===== config.mk =====
export PLATFORM = sky130hd
export DESIGN_NAME = logic_regfile
export DESIGN_NICKNAME = d
export VERILOG_FILES = /design/src/rtl/logic_regfile.sv
export SDC_FILE = /design/constraint.sdc
export NUM_CORES = 1
export LEC_CHECK = 0
export ABC_AREA = 1
export ABC_CLOCK_PERIOD_IN_PS = 3600
export CORE_ASPECT_RATIO = 1.75
export CORE_MARGIN = 1
export CORE_UTILIZATION = 61
export CTS_CLUSTER_DIAMETER = 50
export CTS_CLUSTER_SIZE = 14
export DETAILED_ROUTE_END_ITERATION = 10
export MAX_ROUTING_LAYER = met4
export PLACE_DENSITY = 0.85
export SYNTH_ARGS = -nofsm -noshare
export SYNTH_HDL_FRONTEND = slang
export SYNTH_SLANG_ARGS = --single-unit

===== constraint.sdc =====
create_clock -name clk -period 3.6 [get_ports clk]
set_input_delay 0.36 -clock clk [delete_from_list [all_inputs] [get_ports clk]]
set_output_delay 0.36 -clock clk [all_outputs]
set_load 0.05 [all_outputs]

===== src/rtl/logic_regfile.sv =====
`default_nettype none
// ============================================================================
// Module   : logic_regfile
// Purpose  : Register file feeding the A/B operands of the 8-bit logical unit.
//            Two combinational read ports, one write port committed on the
//            rising clock edge, Z/N status flags, and a saturating write
//            counter for debug.
// Revision : 1.0 - initial release
// ============================================================================
module logic_regfile #(
  parameter int WIDTH   = 8,
  parameter int ADDR_W  = 3,
  parameter int R0_ZERO = 1
) (
  input  logic              clk,
  input  logic              rst_n,
  input  logic [ADDR_W-1:0] ra_addr,
  input  logic [ADDR_W-1:0] rb_addr,
  output logic [WIDTH-1:0]  a_data,
  output logic [WIDTH-1:0]  b_data,
  input  logic              wr_en,
  input  logic [ADDR_W-1:0] wr_addr,
  input  logic [WIDTH-1:0]  wr_data,
  input  logic              flag_en,
  output logic              flag_z,
  output logic              flag_n,
  output logic [7:0]        wr_count
);

  localparam int         c_DEPTH   = 2 ** ADDR_W;
  localparam logic [7:0] c_CNT_MAX = 8'hFF;

  logic [WIDTH-1:0] r_mem [c_DEPTH];
  logic             r_flag_z;
  logic             r_flag_n;
  logic [7:0]       r_wr_count;

  logic             w_dest_is_r0;
  logic             w_commit;

  // A write to address 0 is discarded when register 0 is hardwired to zero.
  assign w_dest_is_r0 = (R0_ZERO != 0) && (wr_addr == '0);
  assign w_commit     = wr_en && !w_dest_is_r0;

  // Register array, flags and write counter; reset wins over any write.
  always_ff @(posedge clk) begin
    if (!rst_n) begin
      for (int i = 0; i < c_DEPTH; i++) begin
        r_mem[i] <= '0;
      end
      r_flag_z   <= 1'b0;
      r_flag_n   <= 1'b0;
      r_wr_count <= '0;
    end else begin
      if (w_commit) begin
        r_mem[wr_addr] <= wr_data;
        if (r_wr_count != c_CNT_MAX) begin
          r_wr_count <= r_wr_count + 8'd1;
        end
      end
      // Flags are independent of wr_en so a compare-only cycle updates them.
      if (flag_en) begin
        r_flag_z <= (wr_data == '0);
        r_flag_n <= wr_data[WIDTH-1];
      end
    end
  end

  // Combinational reads with no write bypass, so A/B -> Y -> wr_data has no loop.
  always_comb begin
    a_data = r_mem[ra_addr];
    b_data = r_mem[rb_addr];
    if ((R0_ZERO != 0) && (ra_addr == '0)) begin
      a_data = '0;
    end
    if ((R0_ZERO != 0) && (rb_addr == '0)) begin
      b_data = '0;
    end
  end

  assign flag_z   = r_flag_z;
  assign flag_n   = r_flag_n;
  assign wr_count = r_wr_count;

endmodule
`default_nettype wire

==> flow_metrics.tcl, run 1 <==
set metrics [dict create \
    syn_to_final_growth_pct 18.7 \
    met3_usage 0.0494 \
    synth_area_per_cell_um2 8.35 \
    layout_setup_ws_ns 0.923 \
    ctsResizeCount 0 \
    crit_chain "clkdlybuf4s50_1, buf_12, a21oi_1, o21ai_0, nand2_1, inv_1, o21ai_0, buf_4" \
    dp_slack_ns 1.00 \
    r2r_cells 7 \
    die_h_um 113 \
    hold_viol_final 0 \
    grt_use_met2 0.538 \
    synth_compound_area_frac 0.159 \
    wl_um 10600 \
    p_per_area_nw_per_um2 443 \
    cts-root-buf "clkbuf_16" \
    synth_seq_cells 74 \
    required_ns 3.24 \
    crit_buf_inv 4 \
    drive_gt1_frac 0.145 \
    finish.utilization 0.744 \
    relSlewSlack 0.520 \
    synth_top_family_by_area "simple AND/OR/NAND/NOR gates" \
    slew_viol_final 0 \
    finalNonFillerCells 651 \
    cts_sinks 74 \
    cp.depth 8 \
    cts_tree "built" \
    fin_area_um2 5100 \
    num_rows 40 \
    antennaDiodeCount 0 \
    crit_path_max_fanout 32 \
    final_common_cell "nor2_1" \
    grt_pass1_wl_um 16900 \
    reg2reg_slack_ns 2.04 \
    synth_area_um2 4290 \
    worstSetupEndpointType "primary output" \
    dp_hpwl_um 7770 \
    finalSetupViolCount 0 \
    gp_congestion 1.02 \
    post-place-cells 635 \
    drtAntennaViolNets 0 \
    async_flop_share 0 \
    netlist_instances 514 \
    post_cts_buffers 0 \
    cts.clk_slew.worst_paths_ns 0.05 \
    initial_utilization 0.626 \
    ctsHoldBuffers 0 \
    min_period_ns 2.68 \
    drt-initial-drc-count 540 \
    fin_worst_skew_ns 0.00254 \
    crit_path_top_delay_cell "clkdlybuf4s50_1" \
    ir_worst_vdd_v 0.000357 \
    yosysSeqAreaShare 0.494 \
    status "finished clean" \
    grt_pass1_vias 3480 \
    vias 3822 \
    gr-total-overflow 0 \
    antenna_found_initial 0 \
    start_kind "input port" \
    hp-class "flip-flop to flip-flop" \
    routedWlPerCell_um 16.2 \
    post-route-period-util 0.744 \
    busiest_layer "met2" \
    synth_adder_area_share 0.00291 \
    tightestPinTransition_ns 0.717 \
    rr_startpoint "wr_count[0]" \
    core-area_um2 6860 \
    synth_mux_area_frac 0 \
    worstSetupPathType "input port to primary output" \
    synth_edf_count 64 \
    synthDistinctLibCells 28 \
    cpPeakStageDelay_ns 0.78 \
    cts_buffers 9 \
    die_area_um2 7390 \
    cts_max_level 3 \
    yosys.area_share.simple 0.258 \
    min_from "flag_z" \
    insertion_delay_ns 0.33 \
    fmaxAchievable_ghz 0.374 \
    met1_usage 0.341 \
    grt_max_degree 60 \
    path_common_cell "o21ai_0" \
    layout_common_cells "nor2_1, nand2_1, o21ai_0" \
    via_per_inst 5.87 \
    dieWidth_um 65.4 \
    post-route-drc-count 0 \
    finalSetupTns_ns 0 \
    maxCapViolCount 0 \
    yosys_warnings 0 \
    crit_family "buffers and inverters" \
    firstDrtPassIters 6 \
    ioPinCount 47 \
    io_buffer_count 46 \
    synth_xor_area_frac 0.00204 \
    holdPathStages 2 \
    dpl-instance-area_um2 4810 \
    crit_arrival_ns 2.32 \
    clock_path_buffers 2 \
    min_to "flag_z" \
    fillers 485 \
    rsz0062_at_grt "false" \
    reg2reg_to "wr_count[3]" \
    fin_nets 584 \
    p_leak_nw 2.03 \
    track_usage 0.320 \
    synthFlopType "edfxtp_1" \
]
## flip-flops by register name, indices dropped and copies added, names as in the netlist
signal    count
wr_count      8
r_mem        64
flag_n        1
flag_z        1
## worst min-delay path, cell delays in order (launching register included)
cell and delay, ns:
dfxtp_1 0.31, nand2_1 0.06, a21oi_1 0.05
## Yosys cell counts, types with 2 or more instances
| master | instances | area (um^2) |
|---|---|---|
| a21oi_1 | 38 | 190 |
| buf_2 | 7 | 35.0 |
| buf_6 | 3 | 33.8 |
| clkbuf_1 | 17 | 63.8 |
| clkinv_1 | 3 | 11.3 |
| dfxtp_1 | 10 | 200 |
| edfxtp_1 | 64 | 1920 |
| inv_1 | 54 | 203 |
| inv_2 | 2 | 7.51 |
| nand2_1 | 82 | 308 |
| nand3_1 | 17 | 85.1 |
| nand3_2 | 2 | 20.0 |
| nand4_1 | 4 | 25.0 |
| nor2_1 | 86 | 323 |
| nor3_1 | 2 | 10.0 |
| nor3_2 | 30 | 300 |
| o211ai_1 | 18 | 135 |
| o21ai_0 | 65 | 325 |
## worst max path at each step
stage	start	endpoint
floorplan	ra_addr[1]	a_data[0]
global placement	ra_addr[0]	a_data[7]
detailed placement	ra_addr[0]	a_data[0]
CTS	ra_addr[0]	a_data[0]
global route	ra_addr[0]	a_data[0]
finish	ra_addr[0]	a_data[0]
## layer usage
metal,vias to the layer above,part of all wire
met5,-,0
met4,0,0.055
met3,44,0.060
met2,213,0.53
met1,1741,0.36
li1,1824,-
## cell type report
| class | instances | area (um^2) | share of cell area |
|---|---|---|---|
| sequential | 74 | 2120 | 0.416 |
| clock buffer | 10 | 229 | 0.0449 |
| inverter | 59 | 221 | 0.0434 |
| timing repair buffer | 58 | 523 | 0.103 |
| tap | 84 | 105 | 0.0206 |
| multi-input combinational | 360 | 1840 | 0.361 |
| clock inverter | 6 | 57.6 | 0.0113 |
## per-stage QoR
stage / power [mW] / hold slack [ns]
after floorplan: 1.29 / 0.453
after global placement: 1.41 / 0.458
after detailed placement: 1.42 / 0.459
after CTS: 2.26 / 0.474
after global routing: 2.33 / 0.492
final: 2.26 / 0.470
## kinds of logic (layout without fill, tap and decap cells)
family / after synthesis / count (layout)
other cells: 1 / 8
simple gates: 226 / 226
flops: 74 / 74
compound gates: 124 / 124
fa+ha+maj: 1 / 1
buf+inv: 87 / 133
xor+xnor: 1 / 1
## power by group
group	switching (mW)	internal, mW
combinational	0.279	0.118
sequential	0.0278	0.984
clock	0.318	0.530
total	0.625	1.63
Note: power is estimated with default switching activity, not from simulation.
==> inputs of run 2 (changes only) <==
--- a/config.mk
+++ b/config.mk
@@ -6,15 +6,15 @@
 export NUM_CORES = 1
 export LEC_CHECK = 0
 export ABC_AREA = 1
-export ABC_CLOCK_PERIOD_IN_PS = 3600
+export ABC_CLOCK_PERIOD_IN_PS = 2200
 export CORE_ASPECT_RATIO = 1.75
 export CORE_MARGIN = 1
-export CORE_UTILIZATION = 61
+export CORE_UTILIZATION = 51
 export CTS_CLUSTER_DIAMETER = 50
 export CTS_CLUSTER_SIZE = 14
 export DETAILED_ROUTE_END_ITERATION = 10
 export MAX_ROUTING_LAYER = met4
-export PLACE_DENSITY = 0.85
+export PLACE_DENSITY = 0.76
 export SYNTH_ARGS = -nofsm -noshare
 export SYNTH_HDL_FRONTEND = slang
 export SYNTH_SLANG_ARGS = --single-unit
==> constraint.sdc (replaced) <==
create_clock -name clk -period 2.2 [get_ports clk]
set_input_delay 0.22 -clock clk [delete_from_list [all_inputs] [get_ports clk]]
set_output_delay 0.22 -clock clk [all_outputs]
set_load 0.05 [all_outputs]
==> run 2 against run 1 <==
  * The run now ends with DRC left
  * Die area is 19% higher
  * Register-to-register slack worse by 1.4 ns
  * Non-clock buffer count increased by 13
  * Design area grew 4.4%
  * Clock power grew 110%
  * Combinational power rose by 73%
  * Cell count is 2.9% higher
  * Hold slack is essentially flat
  * Core utilization fell by 7.9 points
  * Critical path type unchanged
  * Critical endpoint is now a_data[4]
  * Largest power group is now the clock network
==> flow_metrics.tcl, run 2 (synthesis gave the netlist of run 1 again) <==
set metrics [dict create \
    cts_max_level 3 \
    fillers 639 \
    gr-total-overflow 0 \
    crit_path_top_delay_cell "clkdlybuf4s50_1" \
    max_flop_register "r_mem" \
    start_kind "input port" \
    crit_chain "clkdlybuf4s50_1, buf_4, o21ai_0, o21ai_0, nand2_1, o21ai_0, buf_4" \
    grt_pass1_vias 3648 \
    syn_to_final_growth_pct 24.0 \
    crit_path_max_fanout 13 \
    dieWidth_um 71.4 \
    power_frac_seq 0.402 \
    wl_um 10900 \
    violations "DRC" \
    finalSetupViolCount 0 \
    hold_viol_final 0 \
    hp-class "flip-flop to flip-flop" \
    relSlewSlack 0.662 \
    ir_worst_vdd_v 0.000530 \
    p_sw_mw 1.05 \
    crit_family "buffers and inverters" \
    cts_sinks 74 \
    post-route-drc-count 6 \
    p_per_area_nw_per_um2 770 \
    grt_pass1_wl_um 17900 \
    drt-initial-drc-count 404 \
    post-route-period-util 0.967 \
    ctsHoldBuffers 0 \
    required_ns 1.98 \
    fin_nets 597 \
    cpPeakStageDelay_ns 0.63 \
    fin_worst_skew_ns 0.00193 \
    clock_path_buffers 2 \
    multi_input_area_um2 1840 \
    vias 3768 \
    core-area_um2 8020 \
    worstSetupPathType "input port to primary output" \
    comb_power_share 0.168 \
    cts.clk_slew.worst_paths_ns 0.06 \
    initial_utilization 0.536 \
    p_total_mw 4.10 \
    final_common_cell "nor2_1" \
    worstSetupEndpointType "primary output" \
    cts_tree "built" \
    antenna_found_initial 0 \
    via_per_inst 5.62 \
    internal_power_mw 3.05 \
    layout_common_cells "nor2_1, nand2_1, o21ai_0" \
    fmaxAchievable_ghz 0.470 \
    num_rows 43 \
    crit_buf_inv 3 \
    cts_buffers 9 \
    drtAntennaViolNets 0 \
    die_area_um2 8810 \
    seq_area_um2 2120 \
    insertion_delay_ns 0.33 \
    ioPinCount 47 \
    routedWlPerCell_um 16.3 \
    status "finished with violations" \
    antennaDiodeCount 0 \
    firstDrtPassIters 8 \
    crit_arrival_ns 1.91 \
    cts-root-buf "clkbuf_16" \
    p_leak_nw 2.14 \
    maxCapViolCount 0 \
    tightestPinTransition_ns 0.505 \
    power.share.switching 0.256 \
    rsz0062_at_grt "false" \
    track_usage 0.278 \
    grt_max_degree 33 \
    path_common_cell "o21ai_0" \
    largest_reg_flops 64 \
    min_period_ns 2.13 \
    drive_gt1_frac 0.166 \
    io_buffer_count 46 \
    finalSetupTns_ns 0 \
    die_h_um 123 \
    gp_congestion 0.909 \
    slew_viol_final 0 \
    dp_hpwl_um 8240 \
    power_frac_clock 0.430 \
]
## run 2: cell count changes in the layout (fill, tap and decap cells not counted)
cell	previous run	this run
buf_6	0	1
clkinv_4	0	1
buf_4	27	36
bufinv_16	1	4
clkinv_2	4	1
clkbuf_1	1	0
buf_12	1	4
## run 2: repair_timing
item | CTS | global route
endpoints found under the setup margin | 0 | 1
gates resized for setup | 0 | 1
setup buffers | 0 | 0
## run 2: metal layers
metal / part of all wire / vias to the layer above / GRT usage
met5: 0 / - / -
met4: 0.041 / 0 / 0.154
met3: 0.039 / 24 / 0.0375
met2: 0.54 / 142 / 0.499
met1: 0.38 / 1758 / 0.290
li1: - / 1844 / -
## run 2: worst paths after layout
path                             startpoint     endpoint  slack, ns  depth (start not counted)
worst min register to register       flag_z       flag_z       0.47                          2
worst max-delay path             ra_addr[0]    a_data[4]       0.07                          7
worst min-delay path                 flag_z       flag_z       0.47                          2
worst max register to register  wr_count[0]  wr_count[5]       0.66                          8
## run 2: cell type report
cell class                      instances  share of cell area
Clock buffer                            9              0.0423
Clock inverter                          7              0.0266
Inverter                               59              0.0416
Multi-Input combinational cell        360               0.346
Sequential cell                        74               0.398
Tap cell                               90              0.0211
Timing Repair Buffer                   71               0.124
## run 2: worst min-delay path, stage by stage (launching register included)
cell	delay, ns
dfxtp_1	0.31
nand2_1	0.06
a21oi_1	0.05
## run 2: power groups by stage
stage / Clock, mW / Combinational [mW] / Sequential, mW
floorplan: 0 / 0.428 / 1.68
global placement: 0 / 0.672 / 1.67
detailed placement: 0 / 0.683 / 1.68
CTS: 1.78 / 0.686 / 1.65
global route: 1.84 / 0.745 / 1.66
finish: 1.76 / 0.688 / 1.65
## run 2: per-stage QoR
step	setup WS [ns]	util	std cells	hold WS, ns	instance area, um^2
after floorplan	0.0386	-	521	0.313	4320
after global placement	0.157	0.618	654	0.457	4950
after detailed placement	0.121	0.618	654	0.466	4950
after CTS	0.105	0.664	670	0.473	5320
after global routing	0.0228	0.664	670	0.496	5330
final	0.0720	0.664	670	0.470	5330
==> RTL edit 1, RTL diff (config.mk and constraints of run 2) <==
Change the parameter `WIDTH` from 8 to 10.
--- a/src/rtl/logic_regfile.sv
+++ b/src/rtl/logic_regfile.sv
@@ -10,3 +10,3 @@
 module logic_regfile #(
-  parameter int WIDTH   = 8,
+  parameter int WIDTH   = 10,
   parameter int ADDR_W  = 3,
Ports: changed (resized a_data, b_data and wr_data); port bits go from 47 to 53. No check against the original RTL was run, so the function may have changed too.
==> RTL edit 1 against run 2 <==
- cell area up 16%
- sequential cell count up 16
- register-to-register slack about the same
- non-clock buffer count unchanged
- synthesized area up 17%
- global-route usage down 2.3 points
- die area up 16%
- first-iteration DRC count up 24%
- setup slack better by 0.11 ns
- total power up 8.1%
- combinational power up 29%
- wire length up 12%
- critical path depth unchanged
- largest cell class unchanged
- largest power group is now registers
==> RTL edit 1: results (changes against run 2) <==
wl_met1_mm: 4.71  # +13%
wl_per_cell_um: 15.3  # -6.3%
grt_first_pass_wirelength_mm: 19.5  # +8.7%
buffer_area_frac: 0.146  # +0.0216
synth_area_leaders: "edfxtp_1, nand2_1, nor2_1"
dr.pass1.iters: 5  # -3
reg2reg_from: "wr_count[1]"
grt_max_degree: 82  # +150%
fill_cells: 806  # +26%
vias_per_cell: 5.52  # -1.8%
slew_headroom: 0.666  # +0.00323
fin_crit_sh: 0.918  # -0.0497
multi_input_cells: 422  # +17%
grt_pass1_vias: 4074  # +12%
largest_reg_flops: 80  # +25%
fin_skew_ns: 0.00129  # -0.000644 ns
dr_wl_met2_mm: 6.24  # +6.0%
vdd_drop_max_v: 0.000478  # -9.7%
layout-drive-gt1-share: 0.0976  # -0.0679
fin_nets: 695  # +16%
multiInputGateArea_um2: 1940  # +5.4%
gp_congestion: 0.838  # -7.8%
powerDensity_nw_per_um2: 716  # -7.1%
hold_ws_ns: 0.471  # +0.00103 ns
core_um2: 9530  # +19%
outcome: "finished clean"
critPathMaxFanout: 41  # +28
worst-r2r-cell-count: 7  # -1
p_clk_frac: 0.346  # -0.084
grt_use_met3: 0.0349  # -0.00256
grtUsageTotal: 0.255  # -0.0232
synthDistinctLibCells: 25  # -11%
critPathLaunch: "rb_addr[1]"
place_inst: 782  # +20%
clkCellAreaFrac: 0.0491  # -0.0197
post-dp-hpwl_mm: 8.92  # +8.2%
pwr-share-seq: 0.454  # +0.052
synth_common_cells: "nand2_1, nor2_1, edfxtp_1"
groute.layer.met2.usage: 0.432  # -0.0674
n_all_inverters: 77  # +31%
yosysSeqAreaShare: 0.519  # +0.0253
-- RTL edit 1: cell types whose count changed after synthesis, moves of 3 or more --
cell | run 2 | this run
nand3_1 | 17 | 26
nor3_2 | 30 | 0
inv_1 | 54 | 75
edfxtp_1 | 64 | 80
o211ai_1 | 18 | 40
o21ai_0 | 65 | 45
o21ai_1 | 1 | 4
nor2_1 | 86 | 107
clkinv_1 | 3 | 0
buf_2 | 7 | 25
nand2_1 | 82 | 130
clkbuf_1 | 17 | 10
a21oi_1 | 38 | 47
nand4_1 | 4 | 1
-- RTL edit 1: critical path, cell delays in order --
cell,delay (ns)
clkdlybuf4s50_1,0.51
buf_12,0.22
inv_1,0.07
nand2_2,0.20
nand2_1,0.08
nor2_1,0.30
buf_12,0.19
-- RTL edit 1: cell families (layout without fill, tap and decap cells) --
group	count (synthesis)	after routing	synth area share
fa+ha+maj	1	1	0.00250
compound gates	137	137	0.158
other cells	1	10	0.000749
simple gates	273	273	0.217
flops	90	90	0.519
buf+inv	117	164	0.101
xor+xnor	1	1	0.00175
==> RTL edit 2, RTL diff (config.mk and constraints of run 2) <==
Made on the original files. Make the reset (`rst_n`) asynchronous in one clocked block.
--- a/src/rtl/logic_regfile.sv
+++ b/src/rtl/logic_regfile.sv
@@ -45,3 +45,3 @@
   // Register array, flags and write counter; reset wins over any write.
-  always_ff @(posedge clk) begin
+  always_ff @(posedge clk or negedge rst_n) begin
     if (!rst_n) begin
Formal check against the unedited RTL: differs if rst_n is asserted again (counterexample within 4 cycles, from zero or initial values and one cycle with rst_n low); with rst_n held inactive, the same outputs for 4 cycles.
==> RTL edit 2 against run 2 <==
- wire length rose by 9.1%
- first-iteration DRC count grew 24%
- die area increased by 2.3%
- critical path type unchanged
- utilization down 1.4 points
- largest cell class is now multi-input combinational cells
- sequential cell count did not move
- cell area increased by 1.6%
- synthesized area up 2.3%
- setup slack gained 0.11 ns
Power is not compared: it rests on default switching activity, and its combinational part moved more than twofold at a synthesized area within 25%.
==> RTL edit 2: results (changes against run 2) <==
outcome: "finished clean"
wl_met1_mm: 5.04  # +21%
path_clk_slew_ns: 0.06  # about the same
cts_resized: 0  # unchanged
cts_buffers: 9  # unchanged
first_iter_violations: 502  # +24%
grt_max_degree: 51  # +55%
largest_reg_flops: 64  # unchanged
p_clk_frac: 0.308
synth_area_leaders: "dfrtp_1, nand2_1, nand3_1"
grtUsageTotal: 0.294  # +0.0163
grt_pass1_vias: 3980  # +9.1%
ys_async_sr_fraction: 1.00  # +1.00
critPathMaxStageDelay_ns: 0.53  # -0.10 ns
synth_compound_area_frac: 0.0763  # -0.0822
synth-xor-area-share: 0.00598  # +0.00394
worstMarginPinSlew_ns: 0.617  # +0.112 ns
grt_use_met3: 0.0380  # +0.000536
top_layer_used: "met4"
synthMuxAreaShare: 0  # unchanged
fin_nets: 718  # +20%
use_met1: 0.380  # +0.0901
drc: 0  # -6
dr_wl_met2_mm: 6.01  # +2.1%
critPathMaxFanout: 33  # +20
p_leak_nw: 2.87
portBuffers: 46  # unchanged
ctsRootBufferMaster: "clkbuf_16"
slowest_stage: "clkdlybuf4s50_1"
synthDistinctLibCells: 26  # -7.1%
comb_power_share: 0.319
yosysSeqAreaShare: 0.421  # -0.0728
gp_congestion: 0.889  # -2.2%
grt_first_pass_wirelength_mm: 20.0  # +12%
antenna_found_initial: 0  # unchanged
post-dp-hpwl_mm: 8.73  # +5.9%
p_sw_frac: 0.354
hp-class: "register to register"
synth_common_cells: "nand2_1, inv_1, nand3_1"
max-clock-path-buffers: 2  # unchanged
largest-register: "r_mem"
layout-drive-gt1-share: 0.0930  # -0.0725
arrival_ns: 1.80  # -0.11 ns
vias_per_cell: 5.22  # -7.2%
syn_nets: 684
fin_skew_ns: 0.00321  # +0.00128 ns
synth-main-ff-cell: "dfrtp_1"
htreeDepth: 3  # unchanged
vdd_drop_max_v: 0.000676
dr.pass1.iters: 7  # -1
yosys_warnings: 0  # unchanged
clk_latency_ns: 0.33  # about the same
groute.layer.met2.usage: 0.478  # -0.0211
drt_wl_total_mm: 11.9  # +9.1%
met3WireLength_um: 650  # +53%
antennaDiodeCount: 0  # unchanged
synthAdderAreaFrac: 0.00285  # -0.0000664
## RTL edit 2: changes by cell type after synthesis, moves of 23 or more
cell	delta
inv_1	+32
o21ai_0	-23
edfxtp_1	-64
a21oi_1	-37
dfrtp_1	+74
nand3_1	+68
nand2_1	+172
nor2_1	-43
nor3_2	-30
## RTL edit 2: final timing paths
| path | slack, ns | end | depth (start not counted) | start |
|---|---|---|---|---|
| worst max register to register | 0.67 | wr_count[7] | 8 | wr_count[0] |
| worst min-delay path | 0.38 | r_mem[61] | 0 | r_mem[61] |
| worst min register to register | 0.38 | r_mem[61] | 0 | r_mem[61] |
| worst max-delay path | 0.18 | a_data[4] | 7 | ra_addr[0] |
| min in group asynchronous | 0.43 | r_mem[60] | 2 | rst_n |
| max in group asynchronous | 1.08 | wr_count[6] | 3 | rst_n |
## RTL edit 2: worst max-delay path, delay by kind of cell
family,cells,cell delay [ns]
AND/OR/NAND/NOR,4,0.65
buffers and inverters,3,0.92
## RTL edit 2: metrics by stage
stage | cell area, um2 | utilization | std cells | total power, mW | setup slack [ns]
after detailed placement | 5110 | 0.614 | 799 | 3.28 | 0.200
after CTS | 5410 | 0.651 | 814 | 4.73 | 0.201
after floorplan | 4390 | - | 662 | 2.71 | 0.481
after global routing | 5410 | 0.651 | 814 | 4.97 | 0.0853
after global placement | 5110 | 0.614 | 799 | 3.25 | 0.218
final | 5410 | 0.651 | 814 | 4.74 | 0.182
## RTL edit 2: cell type report
cell class	instances	area, um2
clock buffer	10	239
clock inverter	4	53.8
timing repair buffer	62	776
fill	711	2900
inverter	90	338
tap	115	144
sequential	74	1850
multi-input combinational	459	2010
## RTL edit 2: timing repair
item | CTS | global route
buffers inserted | 0 | 0
hold endpoints to repair | 24 | 0
hold buffers | 1 | 0
